$ cat config.mk
export PLATFORM = sky130hd
export DESIGN_NAME = mem_bus_arbiter
export DESIGN_NICKNAME = d
export VERILOG_FILES = /design/src/rtl/mem_bus_arbiter.sv
export SDC_FILE = /design/constraint.sdc
export NUM_CORES = 1
export LEC_CHECK = 0
export BUFFER_PORTS_ARGS = -buffer_cell sky130_fd_sc_hd__buf_2
export CORE_UTILIZATION = 47
export CTS_CLUSTER_SIZE = 10
export DETAILED_ROUTE_END_ITERATION = 10
export HOLD_SLACK_MARGIN = 0.02
export PLACE_DENSITY = 0.79
export SLEW_MARGIN = 20
export SYNTH_ARGS = -nofsm -noshare
export SYNTH_HDL_FRONTEND = slang
export SYNTH_SLANG_ARGS = --single-unit
export TNS_END_PERCENT = 20
$ cat constraint.sdc
create_clock -name clk -period 1.87 [get_ports clk]
set_input_delay 0 -clock clk [delete_from_list [all_inputs] [get_ports clk]]
set_output_delay 0 -clock clk [all_outputs]
set_load 0.02 [all_outputs]
$ cat src/rtl/mem_bus_arbiter.sv
// mem_bus_arbiter: arbitrates the instruction-fetch and data-stage ports onto
// one single-master memory bus. One bus cycle at a time; the data stage wins
// a simultaneous request. The optional bus-timeout abort is compiled in when
// the BUS_TIMEOUT_EN macro is defined; otherwise BUSY waits for ack forever.
//
// Bus handshake: a cycle is in progress while bus_cyc_o/bus_stb_o are high.
// The slave completes it by raising bus_ack_i for one clock. The request
// signals (we/sel/addr/data) stay stable until that ack (or a timeout abort).
// bus_ack_i is ignored whenever no cycle is in progress.
module mem_bus_arbiter #(
    parameter int TIMEOUT_CYCLES = 16
) (
    input  logic        clk,
    input  logic        rst,
    // instruction fetch port
    input  logic        if_ce_i,
    input  logic [31:0] if_addr_i,
    output logic [31:0] if_data_o,
    output logic        if_stall_req_o,
    // data-stage port
    input  logic        mem_ce_i,
    input  logic        mem_we_i,
    input  logic [3:0]  mem_sel_i,
    input  logic [31:0] mem_addr_i,
    input  logic [31:0] mem_data_i,
    output logic [31:0] mem_data_o,
    output logic        mem_stall_req_o,
    // memory bus
    output logic        bus_cyc_o,
    output logic        bus_stb_o,
    output logic        bus_we_o,
    output logic [3:0]  bus_sel_o,
    output logic [31:0] bus_addr_o,
    output logic [31:0] bus_data_o,
    input  logic [31:0] bus_data_i,
    input  logic        bus_ack_i,
    output logic        bus_err_o,
    // debug view of the FSM
    output logic [1:0]  dbg_state_o,
    output logic [1:0]  dbg_grant_o
);

    typedef enum logic [1:0] {
        S_IDLE = 2'd0,
        S_BUSY = 2'd1,
        S_DONE = 2'd2
    } state_t;

    typedef enum logic [1:0] {
        G_NONE = 2'd0,
        G_INST = 2'd1,
        G_DATA = 2'd2
    } grant_t;

    state_t      state_q, state_d;
    grant_t      grant_q, grant_d;

    // latched request driven onto the bus during BUSY
    logic        req_we_q;
    logic [3:0]  req_sel_q;
    logic [31:0] req_addr_q;
    logic [31:0] req_data_q;

    logic        latch_req;
    logic        lat_we;
    logic [3:0]  lat_sel;
    logic [31:0] lat_addr;
    logic [31:0] lat_data;

    logic        complete;   // ack seen in BUSY
    logic        abort;      // timeout reached in BUSY without ack
    logic        timeout_hit;

    logic [31:0] if_data_q;
    logic [31:0] mem_data_q;

    // FSM state and grant registers
    always_ff @(posedge clk or negedge rst) begin
        if (!rst) begin
            state_q <= S_IDLE;
            grant_q <= G_NONE;
        end else begin
            state_q <= state_d;
            grant_q <= grant_d;
        end
    end

    // next-state, grant selection and request latching decisions
    always_comb begin
        state_d   = state_q;
        grant_d   = grant_q;
        latch_req = 1'b0;
        lat_we    = 1'b0;
        lat_sel   = 4'b0000;
        lat_addr  = 32'h0;
        lat_data  = 32'h0;
        complete  = 1'b0;
        abort     = 1'b0;
        case (state_q)
            S_IDLE: begin
                if (mem_ce_i) begin
                    // data stage has priority over fetch
                    state_d   = S_BUSY;
                    grant_d   = G_DATA;
                    latch_req = 1'b1;
                    lat_we    = mem_we_i;
                    lat_sel   = mem_sel_i;
                    lat_addr  = mem_addr_i;
                    lat_data  = mem_data_i;
                end else if (if_ce_i) begin
                    state_d   = S_BUSY;
                    grant_d   = G_INST;
                    latch_req = 1'b1;
                    lat_we    = 1'b0;
                    lat_sel   = 4'b1111;
                    lat_addr  = if_addr_i;
                    lat_data  = 32'h0;
                end
            end
            S_BUSY: begin
                // ack wins over a timeout landing in the same cycle
                if (bus_ack_i) begin
                    state_d  = S_DONE;
                    complete = 1'b1;
                end else if (timeout_hit) begin
                    state_d = S_DONE;
                    abort   = 1'b1;
                end
            end
            S_DONE: begin
                state_d = S_IDLE;
                grant_d = G_NONE;
            end
            default: begin
                state_d = S_IDLE;
                grant_d = G_NONE;
            end
        endcase
    end

    // latched request; only reloaded when a new bus cycle is granted
    always_ff @(posedge clk or negedge rst) begin
        if (!rst) begin
            req_we_q   <= 1'b0;
            req_sel_q  <= 4'b0000;
            req_addr_q <= 32'h0;
            req_data_q <= 32'h0;
        end else if (latch_req) begin
            req_we_q   <= lat_we;
            req_sel_q  <= lat_sel;
            req_addr_q <= lat_addr;
            req_data_q <= lat_data;
        end
    end

    // per-port read data: loaded on a read ack, zeroed on a timeout abort
    always_ff @(posedge clk or negedge rst) begin
        if (!rst) begin
            if_data_q  <= 32'h0;
            mem_data_q <= 32'h0;
        end else if (complete && !req_we_q) begin
            if (grant_q == G_INST) if_data_q  <= bus_data_i;
            if (grant_q == G_DATA) mem_data_q <= bus_data_i;
        end else if (abort) begin
            if (grant_q == G_INST) if_data_q  <= 32'h0;
            if (grant_q == G_DATA) mem_data_q <= 32'h0;
        end
    end

`ifdef BUS_TIMEOUT_EN
    localparam int CW = $clog2(TIMEOUT_CYCLES + 1);

    logic [CW-1:0] tmo_cnt_q;
    logic          err_q;

    // counts completed BUSY cycles; zero whenever a new cycle starts
    always_ff @(posedge clk or negedge rst) begin
        if (!rst) begin
            tmo_cnt_q <= '0;
        end else if (state_q == S_BUSY) begin
            tmo_cnt_q <= tmo_cnt_q + CW'(1);
        end else begin
            tmo_cnt_q <= '0;
        end
    end

    // this BUSY cycle is the last one allowed
    assign timeout_hit = (tmo_cnt_q == CW'(TIMEOUT_CYCLES - 1));

    // error pulse coincides with the DONE cycle that follows an abort
    always_ff @(posedge clk or negedge rst) begin
        if (!rst) begin
            err_q <= 1'b0;
        end else begin
            err_q <= abort;
        end
    end

    assign bus_err_o = err_q;
`else
    // without the timeout build the parameter has no effect
    assign timeout_hit = (TIMEOUT_CYCLES < 0);
    assign bus_err_o   = 1'b0;
`endif

    // bus drive: everything zero outside BUSY, latched request inside it
    logic busy;
    assign busy       = (state_q == S_BUSY);
    assign bus_cyc_o  = busy;
    assign bus_stb_o  = busy;
    assign bus_we_o   = busy & req_we_q;
    assign bus_sel_o  = busy ? req_sel_q  : 4'b0000;
    assign bus_addr_o = busy ? req_addr_q : 32'h0;
    assign bus_data_o = busy ? req_data_q : 32'h0;

    // a requester is released only in the DONE cycle of its own grant
    assign if_stall_req_o  = if_ce_i  & ~((state_q == S_DONE) && (grant_q == G_INST));
    assign mem_stall_req_o = mem_ce_i & ~((state_q == S_DONE) && (grant_q == G_DATA));

    assign if_data_o   = if_data_q;
    assign mem_data_o  = mem_data_q;
    assign dbg_state_o = state_q;
    assign dbg_grant_o = grant_q;

endmodule

==> results.py <==
metrics = {
    "status": {
        "status": "finished clean",
    },
    "global_routing": {
        "grt_remaining_overflow": 0,
        "grt_pass1_wl_um": 27860,
        "grt_usage": 0.2798,
        "first_global_vias": 5514,
        "grt_max_degree": 57,
        "antenna_found_initial": 2,
    },
    "floorplanning": {
        "row_count": 40,
        "pin_count": 280,
        "die_area_sq_mm": 0.01312,
        "start_util": 0.4896,
        "core_sq_mm": 0.01216,
        "die_h_um": 114.6,
        "die_w_um": 114.6,
    },
    "worst_setup_path": {
        "critPathSlowestCell": "dlygate4sd3_1",
        "crit_buf_inv": 4,
        "worst-path-max-fanout": 31,
        "crit_path_end_kind": "register",
        "critPathTopFamily": "buffers and inverters",
        "path_cells": "dlygate4sd3_1, buf_2, nor2b_2, buf_6, a22o_1, dlygate4sd3_1, mux2_2",
        "crit_arrival_ns": 2.14,
        "cp-start-kind": "input port",
        "cp.required_ns": 2.16,
        "slowest_delay_ns": 0.59,
        "cpMostUsedCell": "dlygate4sd3_1",
        "path_class": "in2reg",
    },
    "detailed_routing": {
        "routedWlPerCell_um": 17.55,
        "routed_via_density": 5.037,
        "first_pass_iters": 4,
        "drt_iter0_markers": 277,
        "drt_wl_total_um": 17970,
        "ant_nets": 0,
        "vias": 5158,
        "drc_errors": 0,
    },
    "power": {
        "p_per_area_mw_per_mm2": 1602,
        "power_leakage_nw": 4.853,
        "peakVddDrop_v": 0.001054,
    },
    "synthesis": {
        "synth-seq-cells": 137,
        "synth_edf_count": 0,
        "syn_area_per_cell_sq_um": 13.78,
        "synth_area_leaders": "dfrtp_1 58%, mux2_2 17%, a22o_1 9.4%",
        "synth_top_area_share": 0.5758,
        "ys_types": 25,
        "synth_largest_area_cell": "dfrtp_1",
        "ys.flop_type": "dfrtp_1",
        "syn-num-nets": 570,
        "async_reset_ff_frac": 1.000,
        "synth_commonest_cells": "137 x dfrtp_1, 92 x mux2_2, 70 x and2_1",
        "synth_most_common_cell": "dfrtp_1",
        "netlist_instances": 432,
        "syn_area_sq_mm": 0.005954,
        "ys_seq_area_frac": 0.5758,
        "yosysWarningCount": 0,
    },
    "clocking": {
        "cts_tree": "done",
        "clk_pin_slew_ns": 0.06,
        "numCtsBuffers": 17,
        "clk_latency_ns": 0.41,
        "clockBufferDepth": 2,
        "clkSinkCount": 137,
        "cts_root_buf": "clkbuf_16",
        "htreeDepth": 4,
    },
    "timing": {
        "setup_viol": 0,
        "timing.final.hold_violations": 0,
        "fin_crit_ns": 1.848,
        "rsz0062_at_grt": "no",
        "finClkSkew_ns": 0.007764,
        "fmax_mhz": 541.0,
        "tns_ns": 0,
        "drv_slew": 0,
        "fin_crit_sh": 0.9884,
    },
    "flow_run": {
        "drv_cap": 0,
    },
    "cells_and_area": {
        "drive_above_1_share": 0.4953,
        "multi_input_area_sq_mm": 0.002317,
        "areaGrowthSynthToFinish_pct": 58.14,
        "regArea_sq_mm": 0.003428,
        "stdcell_area_sq_mm": 0.009417,
        "nets": 979,
        "fillerInstances": 723,
        "fin_util": 0.7743,
    },
    "placed_design": {
        "hpwl_um": 10350,
        "post_dp_cell_area_sq_mm": 0.007470,
        "gp_congestion": 0.7540,
        "port_buffers": 278,
    },
    "hold_path": {
        "hold_path.class": "in2async",
    },
}
==> per-stage QoR <==
| step | hold WS (ns) | instances | power (mW) | setup slack (ns) |
|---|---|---|---|---|
| finish | 0.08495 | 1024 | 15.08 | 0.02166 |
| global route | 0.1197 | 1024 | 15.84 | 0.01442 |
| CTS | 0.08016 | 1022 | 15.01 | 0.01606 |
| detailed placement | -0.04627 | 854 | 11.51 | 0.2915 |
| global placement | -0.05428 | 854 | 11.29 | 0.3387 |
| floorplan | -0.2956 | 432 | 9.378 | 0.3662 |
==> sequential cells by signal, summed over array words and instances (netlist names) <==
name and cells:
dbg_grant_o 2, dbg_state_o 2, if_data_o 32, mem_data_o 32, req_addr_q 32, req_data_q 32
req_sel_q 4, req_we_q 1
==> cells in the final DEF (no fill, tap or decap), drive strengths merged <==
cell / count
a211oi: 1
a21boi: 2
a21oi: 1
a22o: 64
and2: 70
and2b: 2
and4bb: 1
buf: 288
clkbuf: 17
clkinv: 2
clkinvlp: 2
conb: 1
dfrtp: 137
diode: 2
dlygate4sd3: 136
inv: 12
mux2: 96
nand2: 5
nand2b: 3
nor2: 2
nor2b: 5
o21a: 1
o21ai: 2
o22a: 4
==> cells by family (layout without fill, tap and decap cells) <==
logic type,Yosys count,in the layout,share of synthesized area
buffers and inverters,35,457,0.03782
AOI/OAI and AO/OA,75,75,0.1076
and+or+nand+nor,88,88,0.09414
DFF,137,137,0.5758
other,1,3,0.0006298
muxes,96,96,0.1841
==> final timing paths <==
| path | startpoint | endpoint | slack [ns] | cells past startpoint |
|---|---|---|---|---|
| min | rst | if_data_o[1]$_DFFE_PN0P_ | 0.08 | 2 |
| max reg2reg | dbg_state_o[0]$_DFFE_PN0P_ | mem_data_o[12]$_DFFE_PN0P_ | 0.29 | 3 |
| max | if_ce_i | req_addr_q[11]$_DFFE_PN0P_ | 0.02 | 7 |
| max in group asynchronous | rst | dbg_grant_o[1]$_DFFE_PN0P_ | 1.15 | 3 |
| min in group clk | mem_ce_i | dbg_grant_o[1]$_DFFE_PN0P_ | 0.11 | 4 |
| min reg2reg | req_data_q[16]$_DFFE_PN0P_ | req_data_q[16]$_DFFE_PN0P_ | 0.50 | 1 |
==> per-layer routing <==
metal | share of wire | up-vias | track usage
met3 | 0.056 | 38 | 0.06564
met2 | 0.53 | 227 | 0.5030
met5 | 0 | - | 0
met4 | 0.030 | 0 | 0.1377
li1 | - | 2355 | -
met1 | 0.39 | 2538 | 0.3108
==> layout make-up <==
| cell class | instances | area share |
|---|---|---|
| timing repair buffer | 424 | 0.3061 |
| clock inverter | 15 | 0.01528 |
| clock buffer | 17 | 0.04518 |
| antenna | 2 | 0.0005315 |
| inverter | 1 | 0.0003986 |
| sequential | 137 | 0.3641 |
| multi-input combinational | 260 | 0.2461 |
| tap | 168 | 0.02232 |
==> timing repair <==
action                                 CTS  global route
endpoints found under the hold margin  273             0
gates resized for setup                  0             3
hold buffers                           136             0
buffers inserted                         0             0
setup endpoints to repair                0            57
==> report_power, final <==
group	internal (mW)	switching [mW]	total, mW
Combinational	2.97	3.70	6.67
Clock	1.77	1.42	3.19
Sequential	4.41	0.804	5.22
(Power assumes the default switching activity.)
